==> config.mk <==
export PLATFORM = sky130hd
export DESIGN_NAME = adf4158_cfg_rx
export DESIGN_NICKNAME = d
export VERILOG_FILES = /design/src/rtl/adf4158_pkg.sv /design/src/rtl/adf4158_pin_sync.sv /design/src/rtl/adf4158_cfg_rx.sv
export SDC_FILE = /design/constraint.sdc
export NUM_CORES = 1
export LEC_CHECK = 0
export CAP_MARGIN = 15
export CORE_UTILIZATION = 50
export DETAILED_ROUTE_END_ITERATION = 16
export DONT_BUFFER_PORTS = 1
export SYNTH_ARGS = -nofsm -noshare
export SYNTH_HDL_FRONTEND = slang
export SYNTH_SLANG_ARGS = --single-unit
==> constraint.sdc <==
create_clock -name clk -period 3.05 [get_ports clk]
set_input_delay 0.305 -clock clk [delete_from_list [all_inputs] [get_ports clk]]
set_output_delay 0.305 -clock clk [all_outputs]
set_load 0.005 [all_outputs]
==> src/rtl/adf4158_pkg.sv <==
// Shared constants, state encoding and register-index decode for the
// ADF4158 configuration receiver.
package adf4158_pkg;

  localparam int FRAME_W  = 32;
  localparam int NUM_REGS = 10;
  localparam int IDX_W    = 4;
  localparam int ADDR_W   = 3;
  localparam int SEL_BIT  = 23;

  localparam logic [IDX_W-1:0] IDX_R0    = 4'd0;
  localparam logic [IDX_W-1:0] IDX_R1    = 4'd1;
  localparam logic [IDX_W-1:0] IDX_R2    = 4'd2;
  localparam logic [IDX_W-1:0] IDX_R3    = 4'd3;
  localparam logic [IDX_W-1:0] IDX_R4    = 4'd4;
  localparam logic [IDX_W-1:0] IDX_R5_P1 = 4'd5;
  localparam logic [IDX_W-1:0] IDX_R5_P2 = 4'd6;
  localparam logic [IDX_W-1:0] IDX_R6_P1 = 4'd7;
  localparam logic [IDX_W-1:0] IDX_R6_P2 = 4'd8;
  localparam logic [IDX_W-1:0] IDX_R7    = 4'd9;

  // R0 / R1 field positions used for the decoded outputs
  localparam int R0_RAMP_BIT = 31;
  localparam int R0_INT_MSB  = 26;
  localparam int R0_INT_LSB  = 15;
  localparam int R0_FRAC_MSB = 14;
  localparam int R0_FRAC_LSB = 3;
  localparam int R1_FRAC_MSB = 27;
  localparam int R1_FRAC_LSB = 15;

  typedef enum logic [1:0] {
    ST_IDLE,
    ST_SHIFT,
    ST_LATCH
  } rx_state_e;

  // R5 and R6 are double-buffered in the part; bit 23 picks the bank half
  function automatic logic [IDX_W-1:0] decode_idx(input logic [FRAME_W-1:0] w);
    logic [ADDR_W-1:0] a;
    a = w[ADDR_W-1:0];
    case (a)
      3'd0:    return IDX_R0;
      3'd1:    return IDX_R1;
      3'd2:    return IDX_R2;
      3'd3:    return IDX_R3;
      3'd4:    return IDX_R4;
      3'd5:    return w[SEL_BIT] ? IDX_R5_P1 : IDX_R5_P2;
      3'd6:    return w[SEL_BIT] ? IDX_R6_P1 : IDX_R6_P2;
      default: return IDX_R7;
    endcase
  endfunction

endpackage

==> src/rtl/adf4158_pin_sync.sv <==
// Multi-stage synchronizer for one asynchronous pin, with rise/fall
// detection on the synchronized value.
module adf4158_pin_sync #(
  parameter int   STAGES    = 2,
  parameter logic RESET_VAL = 1'b0
) (
  input  logic clk,
  input  logic rst,
  input  logic din,
  output logic sync,
  output logic rise,
  output logic fall
);

  logic [STAGES-1:0] chain;
  logic              prev;

  // Reset preloads the whole history so no edge appears right after reset
  always_ff @(posedge clk) begin
    if (rst) begin
      chain <= {STAGES{RESET_VAL}};
      prev  <= RESET_VAL;
    end else begin
      chain <= {chain[STAGES-2:0], din};
      prev  <= chain[STAGES-1];
    end
  end

  assign sync = chain[STAGES-1];
  assign rise = sync & ~prev;
  assign fall = ~sync & prev;

endmodule

==> src/rtl/adf4158_cfg_rx.sv <==
// Receive side of the ADF4158 CLK/DATA/LE interface: oversamples the pins,
// assembles 32-bit frames and keeps a shadow copy of every register.
module adf4158_cfg_rx
  import adf4158_pkg::*;
#(
  parameter int SYNC_STAGES = 2,
  parameter int FRAME_BITS  = 32
) (
  input  logic                clk,
  input  logic                rst,
  input  logic                sclk,
  input  logic                sdata,
  input  logic                le,
  output logic [FRAME_W-1:0]  word_o,
  output logic                word_valid,
  output logic [IDX_W-1:0]    word_idx,
  output logic                frame_err,
  output logic [NUM_REGS-1:0] reg_written,
  output logic                all_written,
  output logic                ramp_en,
  output logic [11:0]         int_o,
  output logic [24:0]         frac_o
);

  localparam int               CNT_W    = $clog2(FRAME_BITS + 2);
  localparam logic [CNT_W-1:0] CNT_FULL = CNT_W'(FRAME_BITS);
  localparam logic [CNT_W-1:0] CNT_SAT  = CNT_W'(FRAME_BITS + 1);

  logic sclk_s, sclk_rise, sclk_fall;
  logic le_s, le_rise, le_fall;
  logic sdata_s, sdata_rise, sdata_fall;

  adf4158_pin_sync #(.STAGES(SYNC_STAGES), .RESET_VAL(1'b0)) u_sync_sclk (
    .clk(clk), .rst(rst), .din(sclk), .sync(sclk_s), .rise(sclk_rise), .fall(sclk_fall)
  );

  adf4158_pin_sync #(.STAGES(SYNC_STAGES), .RESET_VAL(1'b1)) u_sync_le (
    .clk(clk), .rst(rst), .din(le), .sync(le_s), .rise(le_rise), .fall(le_fall)
  );

  adf4158_pin_sync #(.STAGES(SYNC_STAGES), .RESET_VAL(1'b0)) u_sync_sdata (
    .clk(clk), .rst(rst), .din(sdata), .sync(sdata_s), .rise(sdata_rise), .fall(sdata_fall)
  );

  rx_state_e            state_q, state_d;
  logic [FRAME_W-1:0]   shifter;
  logic [CNT_W-1:0]     bit_cnt;
  logic [FRAME_W-1:0]   bank [NUM_REGS];
  logic [IDX_W-1:0]     commit_idx;
  logic                 start_frame, shift_en, commit, discard;

  always_ff @(posedge clk) begin
    if (rst) state_q <= ST_IDLE;
    else     state_q <= state_d;
  end

  always_comb begin
    state_d = state_q;
    case (state_q)
      ST_IDLE:  if (le_fall) state_d = ST_SHIFT;
      ST_SHIFT: if (le_rise) state_d = ST_LATCH;
      ST_LATCH: state_d = ST_IDLE;
      default:  state_d = ST_IDLE;
    endcase
  end

  // A coincident le rise suppresses the sclk edge sampled in the same cycle
  always_comb begin
    start_frame = (state_q == ST_IDLE) && le_fall;
    shift_en    = (state_q == ST_SHIFT) && sclk_rise && !le_rise;
    commit      = (state_q == ST_LATCH) && (bit_cnt == CNT_FULL);
    discard     = (state_q == ST_LATCH) && (bit_cnt != CNT_FULL);
  end

  assign commit_idx = decode_idx(shifter);

  always_ff @(posedge clk) begin
    if (rst) begin
      shifter     <= '0;
      bit_cnt     <= '0;
      word_o      <= '0;
      word_idx    <= '0;
      word_valid  <= 1'b0;
      frame_err   <= 1'b0;
      reg_written <= '0;
      for (int i = 0; i < NUM_REGS; i++) bank[i] <= '0;
    end else begin
      word_valid <= 1'b0;
      frame_err  <= 1'b0;
      if (start_frame) begin
        shifter <= '0;
        bit_cnt <= '0;
      end else if (shift_en) begin
        shifter <= {shifter[FRAME_W-2:0], sdata_s};
        if (bit_cnt != CNT_SAT) bit_cnt <= bit_cnt + CNT_W'(1);
      end
      if (commit) begin
        bank[commit_idx]        <= shifter;
        reg_written[commit_idx] <= 1'b1;
        word_o                  <= shifter;
        word_idx                <= commit_idx;
        word_valid              <= 1'b1;
      end
      if (discard) frame_err <= 1'b1;
    end
  end

  assign all_written = &reg_written;
  assign ramp_en     = bank[IDX_R0][R0_RAMP_BIT];
  assign int_o       = bank[IDX_R0][R0_INT_MSB:R0_INT_LSB];
  assign frac_o      = {bank[IDX_R0][R0_FRAC_MSB:R0_FRAC_LSB], bank[IDX_R1][R1_FRAC_MSB:R1_FRAC_LSB]};

  // Only R0/R1 feed outputs; the rest of the bank and spare edges are kept for inspection
  logic unused_edges;
  logic unused_bank;
  assign unused_edges = ^{sclk_s, sclk_fall, le_s, sdata_rise, sdata_fall};
  always_comb begin
    unused_bank = 1'b0;
    for (int i = 0; i < NUM_REGS; i++) unused_bank = unused_bank ^ (^bank[i]);
  end

endmodule

==> results.toml, run 1 <==
[placement]
gp_congestion = 0.755
io_buffers = 0
hpwl_um = 8110

[layout]
area_delta_synth_final_pct = 11.7
antenna_cells = 0
drive_above_1_share_pct = 11.4
fill_cells = 918
final_nets = 533

[timing]
setup_tns_ps = 0
slew_viol_final = 0
grt_setup_unrepaired = "no"
setup_viol = 0
worst_pin_slew_ps = 641
fmax_mhz = 464
fin_skew_ps = 5.47
hold_viol_final = 0
fin_crit_ps = 2160
period_share_pct = 70.7
slew_headroom_pct = 57.3

[worst_setup_path]
path_class = "flop to flop"
max_stage_delay_ps = 600
cp_slowest_cell = "a31o_2"
cp_max_fo = 25
worstReg2RegEnd = "bank[0][7]$_SDFFCE_PN0P_"
cp_data_arrival_time_ps = 2310
cp-start-kind = "flop"
end_kind = "flop"
crit_path_cell_trace = "or4b_1, nor2_2, a31o_2"
reg2reg_depth = 3
reg2reg_slack_ps = 890
regToRegStartpoint = "bit_cnt[2]$_SDFFE_PP0P_"
cp.required_ps = 3210

[floorplanning]
die_w_um = 106
die_area_mm2 = 0.0111
num_rows = 37
ios = 92
die_y_um = 106
start_util_pct = 51.7
core-area_mm2 = 0.0104

[worst_hold_path]
whs_path_depth = 2
hold_path_startpoint = "rst"
hold_path.class = "input port to flop"
min_to = "reg_written[4]$_SDFFE_PP0P_"

[clock_tree]
postCtsSetupBuffers = 0
numCtsBuffers = 17
cts-htree-levels = 4
cts_tree = "built"
numClockSinks = 134
cts.clk_slew.worst_paths_ps = 60
cts_buffer_depth = 2
cts_root_buf = "clkbuf_8"
worstSkewPairLatency_ps = 530

[route]
vias = 4016
dr.first_iter.drc_count = 325
drc = 0
viasPerCell = 5.97
firstDrtPassIters = 5
avgRoutedWirePerCell_um = 19.2
routed_wl_um = 12900
final_antenna_net_count = 0

[synth]
async_flop_share_pct = 0
syn-num-nets = 553
ys.flop_type = "dfxtp_1"
synth.avg_cell_area_um2 = 9.83
synth_top_area_share_pct = 35.9
yosys_warnings = 0
synth_most_common_cell = "dfxtp_1"
yosysSeqAreaShare_pct = 57.2
yosys.area.top_type = "dfxtp_1"
syn_inst = 545
ys_seq_elements = 134
synth_edf_count = 38
synth_common_cells = "dfxtp_1, nand3_1, a21oi_1"
synth.distinct_cells = 46
synth_area_leaders = "dfxtp_1, edfxtp_1, nand3_1"
syn-cell-area_mm2 = 0.00536

[power_and_ir_drop]
fin_total_pwr_mw = 3.84
peakVddDrop_mv = 0.297
p_leak_nw = 1.81
p_per_area_mw_per_mm2 = 641

[grt]
antenna_found_initial = 0
grt-ovfl-total = 0
grt_pass1_vias = 3812
grt_use_total_pct = 24.4
grt_max_degree = 54
grt_pass1_wl_um = 20800

[status]
status = "finished clean"

[job]
drv_cap = 0
[registers in the layout (all words and copies together), names as in the netlist]
register,count
bank,38
shifter,32
word_o,32
reg_written,10
bit_cnt,6
word_idx,4
state_q,2
u_sync_le.chain,2
u_sync_sclk.chain,2
u_sync_sdata.chain,2
frame_err,1
u_sync_le.prev,1
u_sync_sclk.prev,1
word_valid,1
[timing repair]
action / in CTS / in global routing
endpoints found under the setup margin: 0 / 0
gates resized for setup: 0 / 0
hold endpoints to repair: 53 / 0
hold buffers: 5 / 0
[logic make-up after synthesis]
kind of cell | Yosys count | share of synthesized area (%)
and+or+nand+nor | 167 | 18.4
AOI/OAI and AO/OA | 159 | 16.2
DFF | 134 | 57.2
buffers and inverters | 77 | 6.61
muxes | 5 | 0.934
adders and majority gates | 3 | 0.701
[area by class of cell]
cell class	instances	area, um2	area share (%)
flip-flops and latches	134	3060	51.2
repair buffers	17	150	2.51
clock buffers	23	482	8.05
inverters	21	78.8	1.32
clock inverters	8	72.6	1.21
multi-input cells	334	1970	32.9
well taps	136	170	2.84
[through the flow]
stage               utilization (%)  hold WS [ps]  setup WS [ps]  instances  area (um2)
finish                         57.7           111            893        673        5980
global route                   57.7           112            762        673        5980
CTS                            57.7          96.1            880        673        5980
detailed placement             51.8           380            891        637        5370
global placement               51.8           380            939        637        5370
floorplan                         -           389           1050        545        5360
[worst max-delay path, delay by kind of cell, from the launching register on]
| kind | cells | cell delay, ps |
|---|---|---|
| AOI/OAI and AO/OA | 1 | 600 |
| DFF | 1 | 370 |
| and+or+nand+nor | 2 | 800 |
[routing by layer]
layer  global-route usage [%]  share of wire, %  vias to the layer above
met1                     33.5                46                     1881
met4                     9.62               1.3                        0
met3                     7.17               8.3                       17
met2                     36.1                45                      172
met5                        0                 0                        -
li1                         -                 -                     1946
[worst max path at each step]
stage                       startpoint                         to  slack (ps)  cells after the start
4_1_cts        bit_cnt[2]$_SDFFE_PP0P_   bank[0][7]$_SDFFCE_PN0P_         880                      3
3_5_place_dp   bit_cnt[2]$_SDFFE_PP0P_  bank[0][13]$_SDFFCE_PN0P_         890                      3
3_3_place_gp   bit_cnt[2]$_SDFFE_PP0P_   bank[0][9]$_SDFFCE_PN0P_         940                      3
6_report       bit_cnt[2]$_SDFFE_PP0P_   bank[0][7]$_SDFFCE_PN0P_         890                      3
5_1_grt        bit_cnt[2]$_SDFFE_PP0P_   bank[0][6]$_SDFFCE_PN0P_         760                      3
2_1_floorplan  bit_cnt[2]$_SDFFE_PP0P_  bank[0][10]$_SDFFCE_PN0P_        1050                      4
[cells in the final DEF, fill, tap and decap left out, types with 2 or more instances in the layout]
cell type      synthesis  routed
a211oi_1               2       2
a21oi_1               70      70
a311oi_1               2       2
a31o_2                 2       2
a41oi_1                5       5
and3b_1                2       2
buf_4                  3      12
clkbuf_1              29       2
clkbuf_16              0      17
clkbuf_8               0       3
clkinv_2               0       4
dfxtp_1               96      96
dlygate4sd3_1          0       4
edfxtp_1              38      38
ha_1                   3       3
inv_1                 21      21
mux2i_1                5       5
nand2_1                6       6
nand2b_1               2       2
nand3_1               73      73
nand3b_1               4       4
nand4_1                8       8
nor2_1                 9       9
nor2b_1                8       7
nor3_1                17      17
nor3_2                10      10
nor3b_1               15      15
o21ai_0               38      38
o21ai_1               30      30
o2bb2ai_1              3       3
or2_2                  3       3
or4b_1                 2       2
[power breakdown]
part	internal [mW]	switching, mW
sequential	1.86	0.0184
combinational	0.0179	0.0492
clock	1.17	0.719
Power figures use the tool's default switching activity.
==> run 2: changes to the inputs <==
--- a/config.mk
+++ b/config.mk
@@ -9,6 +9,7 @@
 export CORE_UTILIZATION = 50
 export DETAILED_ROUTE_END_ITERATION = 16
 export DONT_BUFFER_PORTS = 1
+export PLACE_DENSITY = 0.68
 export SYNTH_ARGS = -nofsm -noshare
 export SYNTH_HDL_FRONTEND = slang
 export SYNTH_SLANG_ARGS = --single-unit
==> constraint.sdc (replaced) <==
create_clock -name clk -period 1.7 [get_ports clk]
set_input_delay 0.17 -clock clk [delete_from_list [all_inputs] [get_ports clk]]
set_output_delay 0.17 -clock clk [all_outputs]
set_load 0.005 [all_outputs]
==> run 2 against run 1 <==
Against the previous run:
- global-route usage rose by 0.35 points
- flip-flop and latch count is the same
- cell count grew 5.2%
- highest routed layer unchanged
==> results.toml, run 2 (synthesized netlist as in run 1, its figures left out) <==
[status]
status = "finished clean"

[worst_setup_path]
max_stage_delay_ps = 330
cp.required_ps = 2060
reg2reg_slack_ps = 3
cp-start-kind = "flop"
critPathBufInv = 4
cp_top_family = "simple AND/OR/NAND/NOR gates"
crit_path_cell_trace = "buf_6, nor4b_4, nand4_1, buf_12, buf_8, buf_4, nor3_4"
reg2reg_depth = 7
worstReg2RegEnd = "bank[1][27]$_SDFFCE_PN0P_"
regToRegStartpoint = "bit_cnt[4]$_SDFFE_PP0P_"
path_class = "flop to flop"
cp_data_arrival_time_ps = 2060
cp_slowest_cell = "dfxtp_2"
cp_max_fo = 5
end_kind = "flop"

[route]
final_antenna_net_count = 0
routed_wl_um = 13800
firstDrtPassIters = 5
drc = 0
viasPerCell = 6.08
dr.first_iter.drc_count = 295
avgRoutedWirePerCell_um = 19.5
vias = 4304

[clock_tree]
cts-htree-levels = 4
cts_buffer_depth = 2
cts_root_buf = "clkbuf_8"
numCtsBuffers = 17
cts_tree = "built"
worstSkewPairLatency_ps = 530
cts.clk_slew.worst_paths_ps = 60
numClockSinks = 134

[floorplanning]
die_w_um = 106
die_y_um = 106
num_rows = 37
ios = 92
die_area_mm2 = 0.0111
core-area_mm2 = 0.0104
start_util_pct = 51.7

[placement]
io_buffers = 0
place_inst = 663
gp_congestion = 0.797
hpwl_um = 8530

[worst_hold_path]
hold_path.class = "input port to flop"
min_to = "bank[1][21]$_SDFFCE_PN0P_"
whs_path_depth = 2
hold_path_startpoint = "rst"

[timing]
slew_viol_final = 0
slew_headroom_pct = 61.7
setup_viol = 0
grt_setup_unrepaired = "yes"
setup_tns_ps = 0
fmax_mhz = 589
hold_slack_ps = 17.3
fin_skew_ps = 7.39
fin_crit_ps = 1700
hold_viol_final = 0
period_share_pct = 99.8
worst_pin_slew_ps = 573

[layout]
largest_reg_flops = 38
reg_top3 = "bank x38, shifter x32, word_o x32"
most-common-layout-cells = "dfxtp_1, nand3_1, a21oi_1, o21ai_0, edfxtp_1"
final_nets = 567
post_layout_nonfiller_instances = 708
antenna_cells = 0
drive_above_1_share_pct = 21.7
final_common_cell = "dfxtp_1"
regMostFlops = "bank"
area_delta_synth_final_pct = 22.7

[grt]
grt_use_total_pct = 24.7
grt_max_degree = 55
grt_pass1_vias = 3874
grt_pass1_wl_um = 21100
grt-ovfl-total = 0
antenna_found_initial = 0

[job]
drv_cap = 0

[power_and_ir_drop]
peakVddDrop_mv = 0.604
p_leak_nw = 2.11
p_per_area_mw_per_mm2 = 1080
[run 2: cell types whose count changed in the layout (fill, tap and decap cells not counted), moves of 5 or more]
cell,delta
buf_12,+9
buf_4,+19
buf_6,+5
inv_6,+5
nor3_1,-9
nor3_4,+5
nor3b_1,-12
nor3b_2,+12
[run 2: repair_timing]
item,CTS,global route
gates resized for setup,3,38
setup endpoints to repair,26,83
pin swaps,0,3
hold buffers,5,0
hold endpoints to repair,55,0
buffers inserted,0,8
[run 2: power by group]
group / switching (mW) / internal, mW
Clock: 1.47 / 2.11
Combinational: 0.0973 / 0.0593
Sequential: 0.0326 / 3.33
Total: 1.60 / 5.50
[run 2: per-stage QoR]
step | total power [mW] | setup slack (ps) | cell area, um2 | util, %
2_1_floorplan | 3.51 | -53.6 | 5380 | -
5_1_grt | 7.30 | -71.7 | 6570 | 63.4
4_1_cts | 7.13 | -5.37 | 6340 | 61.1
3_5_place_dp | 3.55 | 2.40 | 5680 | 54.8
6_report | 7.10 | 2.66 | 6570 | 63.4
3_3_place_gp | 3.55 | 33.2 | 5680 | 54.8
[run 2: worst register-to-register path, delay by kind of cell, from the launching register on]
kind                   cells  cell delay [ps]
buffers and inverters      4              580
and+or+nand+nor            3              640
DFF                        1              330
[run 2: worst max-delay path by stage]
stage	startpoint	slack, ps	cells past startpoint	to
after floorplan	bit_cnt[4]$_SDFFE_PP0P_	-50	4	bank[0][10]$_SDFFCE_PN0P_
after global placement	bit_cnt[2]$_SDFFE_PP0P_	30	4	bank[1][15]$_SDFFCE_PN0P_
after detailed placement	bit_cnt[4]$_SDFFE_PP0P_	2	6	bit_cnt[1]$_SDFFE_PP0P_
after CTS	bit_cnt[4]$_SDFFE_PP0P_	-5	6	bank[0][18]$_SDFFCE_PN0P_
after global routing	bit_cnt[4]$_SDFFE_PP0P_	-70	7	bank[1][27]$_SDFFCE_PN0P_
final	bit_cnt[4]$_SDFFE_PP0P_	3	7	bank[1][27]$_SDFFCE_PN0P_
[run 2: layout make-up]
| type | count | area, um2 |
|---|---|---|
| sequential | 134 | 3070 |
| inverter | 21 | 78.8 |
| timing repair buffer | 51 | 544 |
| clock buffer | 19 | 453 |
| fill | 818 | 3800 |
| multi-input combinational | 334 | 2130 |
| clock inverter | 13 | 134 |
| tap | 136 | 170 |
[run 2: metal layers]
metal / vias up / GRT usage, % / wire length [um]
met5: - / 0 / 0
met4: 0 / 9.62 / 247
met3: 21 / 7.11 / 1080
met2: 183 / 37.0 / 6430
met1: 2098 / 33.9 / 6050
li1: 2002 / - / -
==> run 3: changes to the inputs <==
--- a/config.mk
+++ b/config.mk
@@ -5,6 +5,7 @@
 export SDC_FILE = /design/constraint.sdc
 export NUM_CORES = 1
 export LEC_CHECK = 0
+export ABC_AREA = 1
 export CAP_MARGIN = 15
 export CORE_UTILIZATION = 50
 export DETAILED_ROUTE_END_ITERATION = 16
==> run 3 against run 2 <==
Against the previous run:
- non-clock buffer count decreased by 25
- cell area is 9.8% lower
- sequential power about the same
- clock-buffer cell count fell by 1
- global-route usage shrank 3.8 points
- critical path type unchanged
- largest cell class unchanged
==> results.toml, run 3 <==
[status]
status = "finished clean"

[timing]
slew_headroom_pct = 56.6
setup_viol = 0
fin_skew_ps = 6.80
grt_setup_unrepaired = "yes"
worst_pin_slew_ps = 651
hold_viol_final = 0
slew_viol_final = 0
fin_crit_ps = 1680
hold_slack_ps = 299
fmax_mhz = 596
layout_setup_ws_ps = 21.6
period_share_pct = 98.7

[floorplanning]
num_rows = 35
start_util_pct = 52.5
die_y_um = 101
ios = 92
die_area_mm2 = 0.0103
core-area_mm2 = 0.00942
die_w_um = 101

[layout]
reg_top3 = "bank x38, shifter x32, word_o x32"
drive_above_1_share_pct = 18.4
antenna_cells = 0
final_nets = 549
most-common-layout-cells = "dfxtp_1, nor2_1, nand2_1, o21ai_0, a21oi_1"
area_delta_synth_final_pct = 19.8
post-route-util_pct = 63.0
largest_reg_flops = 38
regMostFlops = "bank"
final_common_cell = "dfxtp_1"

[synth]
synth_edf_count = 38
ys.flop_type = "dfxtp_1"
syn_inst = 520
yosysSeqAreaShare_pct = 61.9
syn-cell-area_mm2 = 0.00495
synth_area_leaders = "dfxtp_1, edfxtp_1, nor2_1"
synth_common_cells = "dfxtp_1, nor2_1, nand2_1"
synth.distinct_cells = 31
yosys_warnings = 0
ys_seq_elements = 134
syn-num-nets = 528
yosys.area.top_type = "dfxtp_1"
async_flop_share_pct = 0
synth.avg_cell_area_um2 = 9.51
synth_top_area_share_pct = 38.8
synth_most_common_cell = "dfxtp_1"

[worst_setup_path]
cp.required_ps = 1910
cp-start-kind = "flop"
cp_data_arrival_time_ps = 1890
end_kind = "flop"
cp_max_fo = 6
path_class = "flop to flop"

[clock_tree]
numClockSinks = 134
cts_tree = "built"
numCtsBuffers = 17
worstSkewPairLatency_ps = 500
cts_root_buf = "clkbuf_8"
cts.clk_slew.worst_paths_ps = 60
cts_buffer_depth = 2
cts-htree-levels = 4

[route]
final_antenna_net_count = 0
dr.first_iter.drc_count = 130
routed_wl_um = 10700
avgRoutedWirePerCell_um = 15.7
firstDrtPassIters = 5
viasPerCell = 5.18
drc = 0
vias = 3539

[power_and_ir_drop]
internal_power_mw = 5.49
swShare_pct = 21.6
p_leak_nw = 2.31
peakVddDrop_mv = 0.651
power_frac_seq_pct = 48.2
p_switching_mw = 1.51
p_clk_share_pct = 49.7
combPwrFrac_pct = 2.1
p_per_area_mw_per_mm2 = 1180

[grt]
antenna_found_initial = 0
grt_use_total_pct = 20.9
grt_pass1_wl_um = 16200
grt_pass1_vias = 3244
grt_max_degree = 42
grt-ovfl-total = 0

[placement]
hpwl_um = 6670
gp_congestion = 0.792
io_buffers = 0
pre_cts_slack_ps = 19.7

[job]
drv_cap = 0

[worst_hold_path]
hold_path.class = "input port to flop"
run 3: cell types whose count changed after synthesis, moves of 16 or more:
cell and delta:
nor2_1 +72, nand2_1 +55, nand3_1 -55, o21ai_1 -29, clkbuf_1 -26, a21oi_1 -22, o21ai_0 +19, inv_1 +16
run 3: power groups by stage:
| stage | clock, mW | combinational, mW | sequential, mW |
|---|---|---|---|
| detailed placement | 0 | 0.121 | 3.45 |
| finish | 3.48 | 0.145 | 3.38 |
| global route | 3.70 | 0.159 | 3.38 |
| global placement | 0 | 0.117 | 3.45 |
| CTS | 3.53 | 0.135 | 3.38 |
| floorplan | 0 | 0.0888 | 3.44 |
run 3: per-layer routing:
layer  up-vias  wire length [um]  track usage [%]
li1       1758                 -                -
met5         -                 0                0
met1      1687              4680             24.7
met4         0                73             7.02
met2        89              5450             36.2
met3         5               514             6.49
run 3: through the flow:
stage          instances  power [mW]  instance area (um2)  TNS (ps)
6_report             683        7.01                 5930         0
5_1_grt              683        7.24                 5930      -168
4_1_cts              674        7.05                 5750         0
3_5_place_dp         638        3.57                 5140         0
3_3_place_gp         638        3.56                 5140         0
2_1_floorplan        520        3.53                 4970         0
run 3: final timing paths:
path                                   start                               to  slack [ps]  cells after the start
max                  bit_cnt[1]$_SDFFE_PP0P_        bank[0][11]$_SDFFCE_PN0P_          20                      8
min                                       le    u_sync_le.chain[0]$_SDFF_PP1_         300                      2
max reg2reg          bit_cnt[1]$_SDFFE_PP0P_        bank[0][11]$_SDFFCE_PN0P_          20                      8
min reg2reg  u_sync_sclk.chain[0]$_SDFF_PP0_  u_sync_sclk.chain[1]$_SDFF_PP0_         410                      2
run 3: area by class of cell:
class,instances,area (um2)
fillers,754,3490
well taps,129,161
flip-flops and latches,134,3070
inverters,42,160
clock inverters,14,153
multi-input cells,320,1670
clock buffers,18,418
repair buffers,26,295
run 3: repair_timing:
| item | in CTS | in global routing |
|---|---|---|
| hold endpoints to repair | 26 | 0 |
| gates resized for setup | 0 | 19 |
| setup endpoints to repair | 0 | 89 |
| hold buffers | 4 | 0 |
| buffers inserted | 0 | 5 |
run 3: logic make-up (layout without fill, tap and decap cells):
kind of cell	Yosys count	in the layout	synth area share, %
flip-flops	134	134	61.9
XOR/XNOR	3	3	0.531
AND/OR/NAND/NOR	202	205	18.7
AO/OA/AOI/OAI	109	109	11.2
adder cells (fa/ha/maj)	3	3	0.759
buffers and inverters	69	100	6.88
run 3: worst max-delay path, stage by stage, from the launching register on:
cell	delay [ps]
dfxtp_2	330
inv_2	80
ha_4	140
nand2_4	60
nor2_4	130
nand3_2	120
nor2_4	220
nand2_8	160
nand2_4	150
